<file path="config.mk">
export PLATFORM = sky130hd
export DESIGN_NAME = iot_event_arbiter_flat
export DESIGN_NICKNAME = d
export VERILOG_FILES = /design/src/rtl/iot_event_arbiter_pkg.sv /design/src/rtl/iot_event_arbiter_if.sv /design/src/rtl/iot_event_arbiter_rr_picker.sv /design/src/rtl/iot_event_arbiter.sv /design/src/flat_wrapper.sv
export SDC_FILE = /design/constraint.sdc
export NUM_CORES = 1
export LEC_CHECK = 0
export ABC_AREA = 0
export CORE_UTILIZATION = 29
export DETAILED_ROUTE_END_ITERATION = 7
export SLEW_MARGIN = 40
export SYNTH_ARGS = -nofsm -noshare
export SYNTH_HDL_FRONTEND = slang
export SYNTH_SLANG_ARGS = --single-unit
</file>
<file path="constraint.sdc">
create_clock -name clk -period 1.8 [get_ports clk]
set_input_delay 0.18 -clock clk [delete_from_list [all_inputs] [get_ports clk]]
set_output_delay 0.18 -clock clk [all_outputs]
set_load 0.005 [all_outputs]
</file>
<file path="src/rtl/iot_event_arbiter_pkg.sv">
// Shared types and constants for the IoT event arbiter: FSM states,
// default device count and request-type encoding.
package iot_arb_pkg;

   typedef enum logic [1:0] {
      S_IDLE,
      S_ISSUE,
      S_SETTLE
   } state_t;

   localparam int unsigned N_DEV_DEF = 4;

   // Request type as driven onto the monitor's on_off line.
   localparam logic REQ_ON  = 1'b1;
   localparam logic REQ_OFF = 1'b0;

   function automatic int unsigned wrap_idx(input int unsigned idx, input int unsigned n);
      return (idx >= n) ? idx - n : idx;
   endfunction

endpackage

</file>
<file path="src/rtl/iot_event_arbiter_if.sv">
// Device-side request/grant bundle between the devices and the arbiter.
interface iot_event_arbiter_if
   import iot_arb_pkg::*;
#(
   parameter int unsigned N_DEV = N_DEV_DEF
);
   logic [N_DEV-1:0] req_on;
   logic [N_DEV-1:0] req_off;
   logic [N_DEV-1:0] grant;

   modport master (output req_on, output req_off, input grant);
   modport slave  (input req_on, input req_off, output grant);
endinterface

</file>
<file path="src/rtl/iot_event_arbiter_rr_picker.sv">
// Combinational round-robin picker: first pending bit at or after ptr,
// wrapping modulo N_DEV.
module rr_picker
   import iot_arb_pkg::*;
#(
   parameter int unsigned N_DEV = N_DEV_DEF
)(
   input  logic [N_DEV-1:0]         pending,
   input  logic [$clog2(N_DEV)-1:0] ptr,
   output logic [$clog2(N_DEV)-1:0] win,
   output logic                     valid
);
   localparam int unsigned IW = $clog2(N_DEV);

   logic [IW-1:0] idx;

   always_comb begin
      win   = '0;
      valid = 1'b0;
      idx   = '0;
      for (int unsigned i = 0; i < N_DEV; i++) begin
         idx = IW'(wrap_idx(int'(ptr) + i, N_DEV));
         if (!valid && pending[idx]) begin
            valid = 1'b1;
            win   = idx;
         end
      end
   end
endmodule

</file>
<file path="src/rtl/iot_event_arbiter.sv">
// Round-robin join/leave arbiter feeding single-cycle change/on_off pulses to
// the active-device monitor, with a per-device bitmap filtering duplicates.
module iot_event_arbiter
   import iot_arb_pkg::*;
#(
   parameter int unsigned N_DEV = N_DEV_DEF,
   parameter int unsigned CNT_W = 8
)(
   input  logic                 clk,
   input  logic                 rst_n,
   input  logic                 clr,
   iot_event_arbiter_if.slave   dev,
   output logic                 mon_rst,
   output logic                 change,
   output logic                 on_off,
   output logic [N_DEV-1:0]     active_map,
   output logic [CNT_W-1:0]     active_cnt,
   output logic                 busy,
   output logic                 err
);
   localparam int unsigned IW = $clog2(N_DEV);

   state_t           state, state_nxt;
   logic [IW-1:0]    ptr;
   logic [IW-1:0]    win;
   logic             win_on;
   logic             win_off;
   logic [N_DEV-1:0] grant_q;
   logic [IW-1:0]    pick_win;
   logic             pick_valid;

   rr_picker #(.N_DEV(N_DEV)) u_picker (
      .pending (dev.req_on | dev.req_off),
      .ptr     (ptr),
      .win     (pick_win),
      .valid   (pick_valid)
   );

   assign dev.grant = grant_q;
   assign busy      = (state != S_IDLE);

   always_ff @(posedge clk) begin
      if (!rst_n || clr) state <= S_IDLE;
      else               state <= state_nxt;
   end

   always_comb begin
      state_nxt = state;
      case (state)
         S_IDLE:   if (pick_valid) state_nxt = S_ISSUE;
         S_ISSUE:  state_nxt = S_SETTLE;
         S_SETTLE: state_nxt = S_IDLE;
         default:  state_nxt = S_IDLE;
      endcase
   end

   always_ff @(posedge clk) begin
      if (!rst_n || clr) begin
         ptr        <= '0;
         win        <= '0;
         win_on     <= 1'b0;
         win_off    <= 1'b0;
         grant_q    <= '0;
         change     <= 1'b0;
         on_off     <= 1'b0;
         active_map <= '0;
         active_cnt <= '0;
         mon_rst    <= 1'b1;
         if (!rst_n) err <= 1'b0;
      end else begin
         mon_rst <= 1'b0;
         grant_q <= '0;
         change  <= 1'b0;
         case (state)
            S_IDLE: if (pick_valid) begin
               win     <= pick_win;
               win_on  <= dev.req_on[pick_win];
               win_off <= dev.req_off[pick_win];
            end
            S_ISSUE: begin
               grant_q[win] <= 1'b1;
               ptr          <= (win == IW'(N_DEV - 1)) ? '0 : win + IW'(1);
               if (win_on && win_off) begin
                  err <= 1'b1;
               end else if (win_on && !active_map[win]) begin
                  change <= 1'b1;
                  on_off <= REQ_ON;
               end else if (win_off && active_map[win]) begin
                  change <= 1'b1;
                  on_off <= REQ_OFF;
               end
            end
            // The bitmap follows the pulse by one edge, keyed off the registered change.
            S_SETTLE: if (change) begin
               active_map[win] <= on_off;
               active_cnt      <= on_off ? active_cnt + CNT_W'(1) : active_cnt - CNT_W'(1);
            end
            default: ;
         endcase
      end
   end
endmodule

</file>
<file path="src/flat_wrapper.sv">
// flat-port wrapper written by rule: the top's interface ports become plain ports
module iot_event_arbiter_flat import iot_arb_pkg::*;
#(
   parameter int unsigned N_DEV = N_DEV_DEF,
   parameter int unsigned CNT_W = 8
)
  (clk, rst_n, clr, mon_rst, change, on_off, active_map, active_cnt, busy, err, dev_req_on, dev_req_off, dev_grant);
  iot_event_arbiter_if #(.N_DEV(N_DEV)) dev_i ();
  input  logic clk;
  input  logic rst_n;
  input  logic clr;
  output logic mon_rst;
  output logic change;
  output logic on_off;
  output logic [N_DEV-1:0] active_map;
  output logic [CNT_W-1:0] active_cnt;
  output logic busy;
  output logic err;
  input wire logic [$bits(dev_i.req_on)-1:0] dev_req_on;
  input wire logic [$bits(dev_i.req_off)-1:0] dev_req_off;
  output wire logic [$bits(dev_i.grant)-1:0] dev_grant;
  assign dev_i.req_on = dev_req_on;
  assign dev_i.req_off = dev_req_off;
  assign dev_grant = dev_i.grant;
  iot_event_arbiter #(.N_DEV(N_DEV), .CNT_W(CNT_W)) u_core (.clk(clk), .rst_n(rst_n), .clr(clr), .dev(dev_i), .mon_rst(mon_rst), .change(change), .on_off(on_off), .active_map(active_map), .active_cnt(active_cnt), .busy(busy), .err(err));
endmodule
</file>
Yosys cells after proc, flatten, opt, wreduce, memory -nomap -nowiden
Index checks and enable logic that the tools add are counted.

word-level totals
  flip-flop bits (word level) = 28
  bits of input ports = 11
  output and inout bits = 21
  logic and storage cells = 107

operators by class
  add/subtract/negate cells = 10
  order comparisons = 11
  equality and inequality tests = 5
  muxes and demuxes = 42
  bitwise gates (word level) = 3
  reduce and logical (&&, ||, !) cells = 24

operators with widths
  kind                                                 number
  two-way mux 1 bit                                    21
  two-way mux 2 bit                                    10
  < comparator 2 x 3 -> 1 bit, second input constant   6
  binary-select mux 1 bit (select 2 bit)               7
  >= comparator 3 bit, second input constant           3
  adder 8 x 1 -> 8 bit, second input constant          1
  two-way mux 8 bit                                    1
  nonzero test 2 bit                                   4
  subtractor 2 x 1 -> 2 bit, second input constant     4
  subtractor 8 x 1 -> 8 bit, second input constant     1
  logical AND 1 bit                                    7
  adder 2 x 2 -> 3 bit, second input constant          2
  AND reduction 3 bit                                  2
  logical NOT 1 bit                                    5
  bitwise mux 4 bit                                    1
  == test 2 bit, second input constant                 2
  bitwise OR 4 bit                                     1
  case mux 2 bit (2 select lines)                      1
  AND reduction 2 bit                                  2
  adder 2 x 1 -> 3 bit, second input constant          1
  >= comparator 2 x 3 -> 1 bit, second input constant  1
  OR reduction 3 bit                                   1
  adder 2 x 1 -> 2 bit, second input constant          1
  demux 1 bit (select 2 bit)                           1
  8 further kinds                                      9

Logic depth before layout (Yosys ltp)
  word-level depth = 16
  gate-level depth with buffers = 8
  gate-level depth less buffers = 7

Modules after synthesis
Synthesis repeated with hierarchy kept, for this count alone.

second synthesis, totals
  cells, all modules = 177
  area total of the unflattened synthesis = 1541.5 um2

by module, submodules not included
  module             instances  cells an instance  area an instance (um2)  seq. area each (um2)
  iot_event_arbiter  1          162                1463.9                  570.5
  rr_picker          1          15                 77.6                    0.0

Worst setup path before layout
OpenSTA, ideal clock, no wires.

  path kind = reg2reg
  start point = register u_core.on_off
  end point = register u_core.active_cnt[7]
  setup time = 0.065 ns
  arrival = 1.807 ns
  data required time = 1.735 ns
  setup slack = -0.072 ns
  stages on the path, launching flop included = 8
  path buffers = 1
  clock period less this slack = 1.872 ns
  path through = dfxtp_1 buf_6 inv_1 ha_1 a211oi_1 o21ai_0 a221oi_1 nand4b_1

on the way
  longest elaborated chain between the ends = 1

RTL lines
  item                      line                     text
  start: declaration        iot_event_arbiter.sv:15  output logic on_off,
  start signal: assignment  iot_event_arbiter.sv:65  on_off <= 1'b0;
  start signal: assignment  iot_event_arbiter.sv:87  on_off <= REQ_ON;
  start signal: assignment  iot_event_arbiter.sv:90  on_off <= REQ_OFF;
  two-way mux 8 bit         iot_event_arbiter.sv:96  active_cnt <= on_off ? active_cnt + CNT_W'(1) : active_cnt - CNT_W'(1);
  end signal: assignment    iot_event_arbiter.sv:96
  end: declaration          iot_event_arbiter.sv:17  output logic [CNT_W-1:0] active_cnt,

No other way between the ends.
A chain may end at the register's enable or synchronous reset.

Worst setup path after layout
  start point = register u_core.on_off
  end point = register u_core.active_cnt[6]

Same word-level chain as after synthesis.

==> impl_metrics.py <==
metrics = {
    "timing": {
        "setup_viol": 0,
        "relSlewSlack_pct": 75.9,
        "final_hold_viol_count": 0,
        "fmax_mhz": 588,
        "final-max-slew-violation-count": 0,
        "finalSetupTns_ns": 0,
        "setup_slack_ns": 0.101,
        "fin_hold_ws_ns": 0.480,
        "tightest_slew_ns": 0.356,
        "rsz0062_at_grt": "yes",
        "post-route-min-period_ns": 1.70,
        "finalCritPeriodShare_pct": 94.4,
        "finalClockSkew_ns": 0.00346,
    },
    "clocking": {
        "root_buffer": "clkbuf_8",
        "cts_tree": "yes",
        "clk_path_buf_depth": 2,
        "cts_max_level": 1,
        "clkLatencyLatePin_ns": 0.27,
        "clk_pin_slew_worst_paths_ns": 0.10,
        "cts_made_buffers": 3,
        "holdBufCountCts": 0,
        "cts_sinks": 28,
    },
    "setup_path": {
        "path_max_fanout": 7,
        "r2r_end": "u_core.active_cnt[6]$_SDFFE_PN0P_",
        "reg2reg_slack_ns": 0.10,
        "critPathLaunchType": "flip-flop",
        "worstPathArrival_ns": 1.87,
        "crit_required_ns": 1.98,
        "r2r-start": "u_core.on_off$_SDFFE_PN0P_",
        "r2r_cells": 8,
        "end_kind": "flip-flop",
        "crit_type": "flip-flop to flip-flop",
    },
    "yosys": {
        "synth.largest_area_cell": "dfxtp_1",
        "netlist.area_leader.share_pct": 34.7,
        "syn_inst": 186,
        "async_reset_ff_share_pct": 0,
        "synth.avg_cell_area_um2": 8.38,
        "yosysMostFrequentCell": "dfxtp_1",
        "ys_top_cells_by_count": "dfxtp_1, nand2_1, a21oi_1",
        "synth_area_mm2": 0.00156,
        "ys_ff_latch": 28,
        "synth.area.top_cells": "dfxtp_1, ha_1, a21oi_1",
        "synth_warnings": 0,
        "synthFlopType": "dfxtp_1",
        "ys_seq_area_share_pct": 36.6,
        "synth-edff-count": 1,
        "synth_cell_types": 47,
        "syn-num-nets": 208,
    },
    "drt": {
        "via_per_inst": 4.92,
        "antenna_left": 0,
        "drcViolationCount": 0,
        "drt_wl_total_um": 3890,
        "num_vias": 1497,
        "drt-initial-drc-count": 71,
        "drt-pass1-iter-count": 4,
        "routedWlPerCell_um": 12.8,
    },
    "finish": {
        "insertedDiodeCount": 0,
        "synthToLayoutAreaGrowth_pct": 44.7,
        "layout-drive-gt1-share_pct": 18.4,
        "utilization_pct": 43.9,
        "num-nets-final": 257,
        "num-fill-cells": 574,
    },
    "power": {
        "p_leak_uw": 0.000842,
        "power_density_mw_per_mm2": 546,
        "worst_ir_drop_vdd_mv": 0.350,
        "fin_total_pwr_uw": 1230,
    },
    "global_route": {
        "track_usage_pct": 15.9,
        "grt_pass1_wl_um": 6980,
        "grt_max_degree": 24,
        "overflow": 0,
        "antenna_found_initial": 0,
        "grt_pass1_vias": 1514,
    },
    "die": {
        "dieHeight_um": 75.3,
        "num_io_pins": 32,
        "die_x_um": 75.3,
        "coreArea_mm2": 0.00514,
        "die_area_mm2": 0.00567,
        "initial_core_util_pct": 30.3,
        "rows": 26,
    },
    "hold_path": {
        "hold_class": "flip-flop to flip-flop",
        "hold-path-cell-count": 2,
        "hold_end": "u_core.active_map[2]$_SDFFE_PN0P_",
        "hold_path.startpoint": "u_core.active_map[2]$_SDFFE_PN0P_",
    },
    "placement": {
        "portBuffers": 31,
        "gp_congestion": 0.755,
        "place_ws_ns": -0.0446,
        "dpl.hpwl_um": 2870,
    },
    "run_status": {
        "outcome": "completed",
    },
    "run": {
        "cap_violations": 0,
    },
}
==> report_power, final <==
group	internal [µW]	leakage [µW]	switching [µW]	total, µW
registers	633	0.000230	6.69	640
logic	76.7	0.000578	73.5	150
clock network	242	0.0000339	200	442
==> flip-flops by register name (all words and copies together), names as in the netlist <==
name and flops:
u_core.active_cnt 8, u_core.active_map 4, u_core.dev.grant 4, u_core.ptr 2
u_core.state 2, u_core.win 2, u_core.change 1, u_core.err 1
u_core.mon_rst 1, u_core.on_off 1, u_core.win_off 1, u_core.win_on 1
==> through the flow <==
| step | cell area, µm² | instances |
|---|---|---|
| final | 2260 | 304 |
| after global routing | 2260 | 304 |
| after CTS | 2170 | 303 |
| after detailed placement | 2100 | 299 |
| after global placement | 2100 | 299 |
| after floorplan | 1600 | 186 |
==> worst max path at each step <==
| stage | depth (start not counted) | start | end | slack [ns] |
|---|---|---|---|---|
| finish | 8 | u_core.on_off$_SDFFE_PN0P_ | u_core.active_cnt[6]$_SDFFE_PN0P_ | 0.10 |
| global route | 8 | u_core.on_off$_SDFFE_PN0P_ | u_core.active_cnt[4]$_SDFFE_PN0P_ | -0.003 |
| CTS | 7 | u_core.on_off$_SDFFE_PN0P_ | u_core.active_cnt[5]$_SDFFE_PN0P_ | 0.02 |
| detailed placement | 6 | dev_req_on[1] | u_core.win_off$_SDFFE_PN0P_ | -0.04 |
| global placement | 7 | dev_req_off[0] | u_core.win_on$_SDFFE_PN0P_ | -0.02 |
| floorplan | 8 | u_core.on_off$_SDFFE_PN0P_ | u_core.active_cnt[5]$_SDFFE_PN0P_ | 0.0004 |
==> routing by layer <==
metal	routed length (µm)	global-route usage, %	vias up
met3	120	2.91	2
met2	1770	27.0	25
met1	1970	21.2	693
li1	-	-	777
met5	0	0	-
met4	25	3.09	0
==> cells in the final DEF, fill, tap and decap left out, types with 4 or more instances in the layout <==
master and instances:
a21oi_1 17, dfxtp_1 25, nand3_1 8, nor2_1 13, nand2_1 21, and3_1 7, ha_1 6, buf_4 19
inv_1 8, ha_4 4, clkdlybuf4s50_1 31, a21o_1 4, nor3_1 6
==> kinds of logic after synthesis <==
kind of cell,after synthesis,synth area share [%]
simple gates,75,24.2
compound gates,50,21.1
fa+ha+maj,11,9.31
mux,3,2.73
flops,28,36.6
xor+xnor,3,1.69
buf+inv,16,4.41
==> timing repair <==
action                                  in CTS  in global routing
gates cloned                                 0                  0
buffers inserted                             0                  1
resized for setup                            1                 12
endpoints found under the setup margin       3                  5
pin swaps                                    0                  5
==> layout make-up <==
type                       count  area, µm²  area share (%)
multi-input combinational    142       1020            45.1
timing repair buffer          51        473            21.0
sequential                    28        573            25.4
clock buffer                   4       66.3            2.94
tap                           70       87.6            3.88
inverter                       9       37.5            1.66
==> worst max-delay path, cell delays in order, from the launching register on <==
cell        delay, ns
dfxtp_2          0.36
clkinvlp_4       0.09
buf_12           0.15
fa_2             0.34
a21o_1           0.17
a21oi_2          0.18
o21ai_2          0.10
mux2i_1          0.15
nand2_1          0.06
Power figures use the tool's default switching activity.
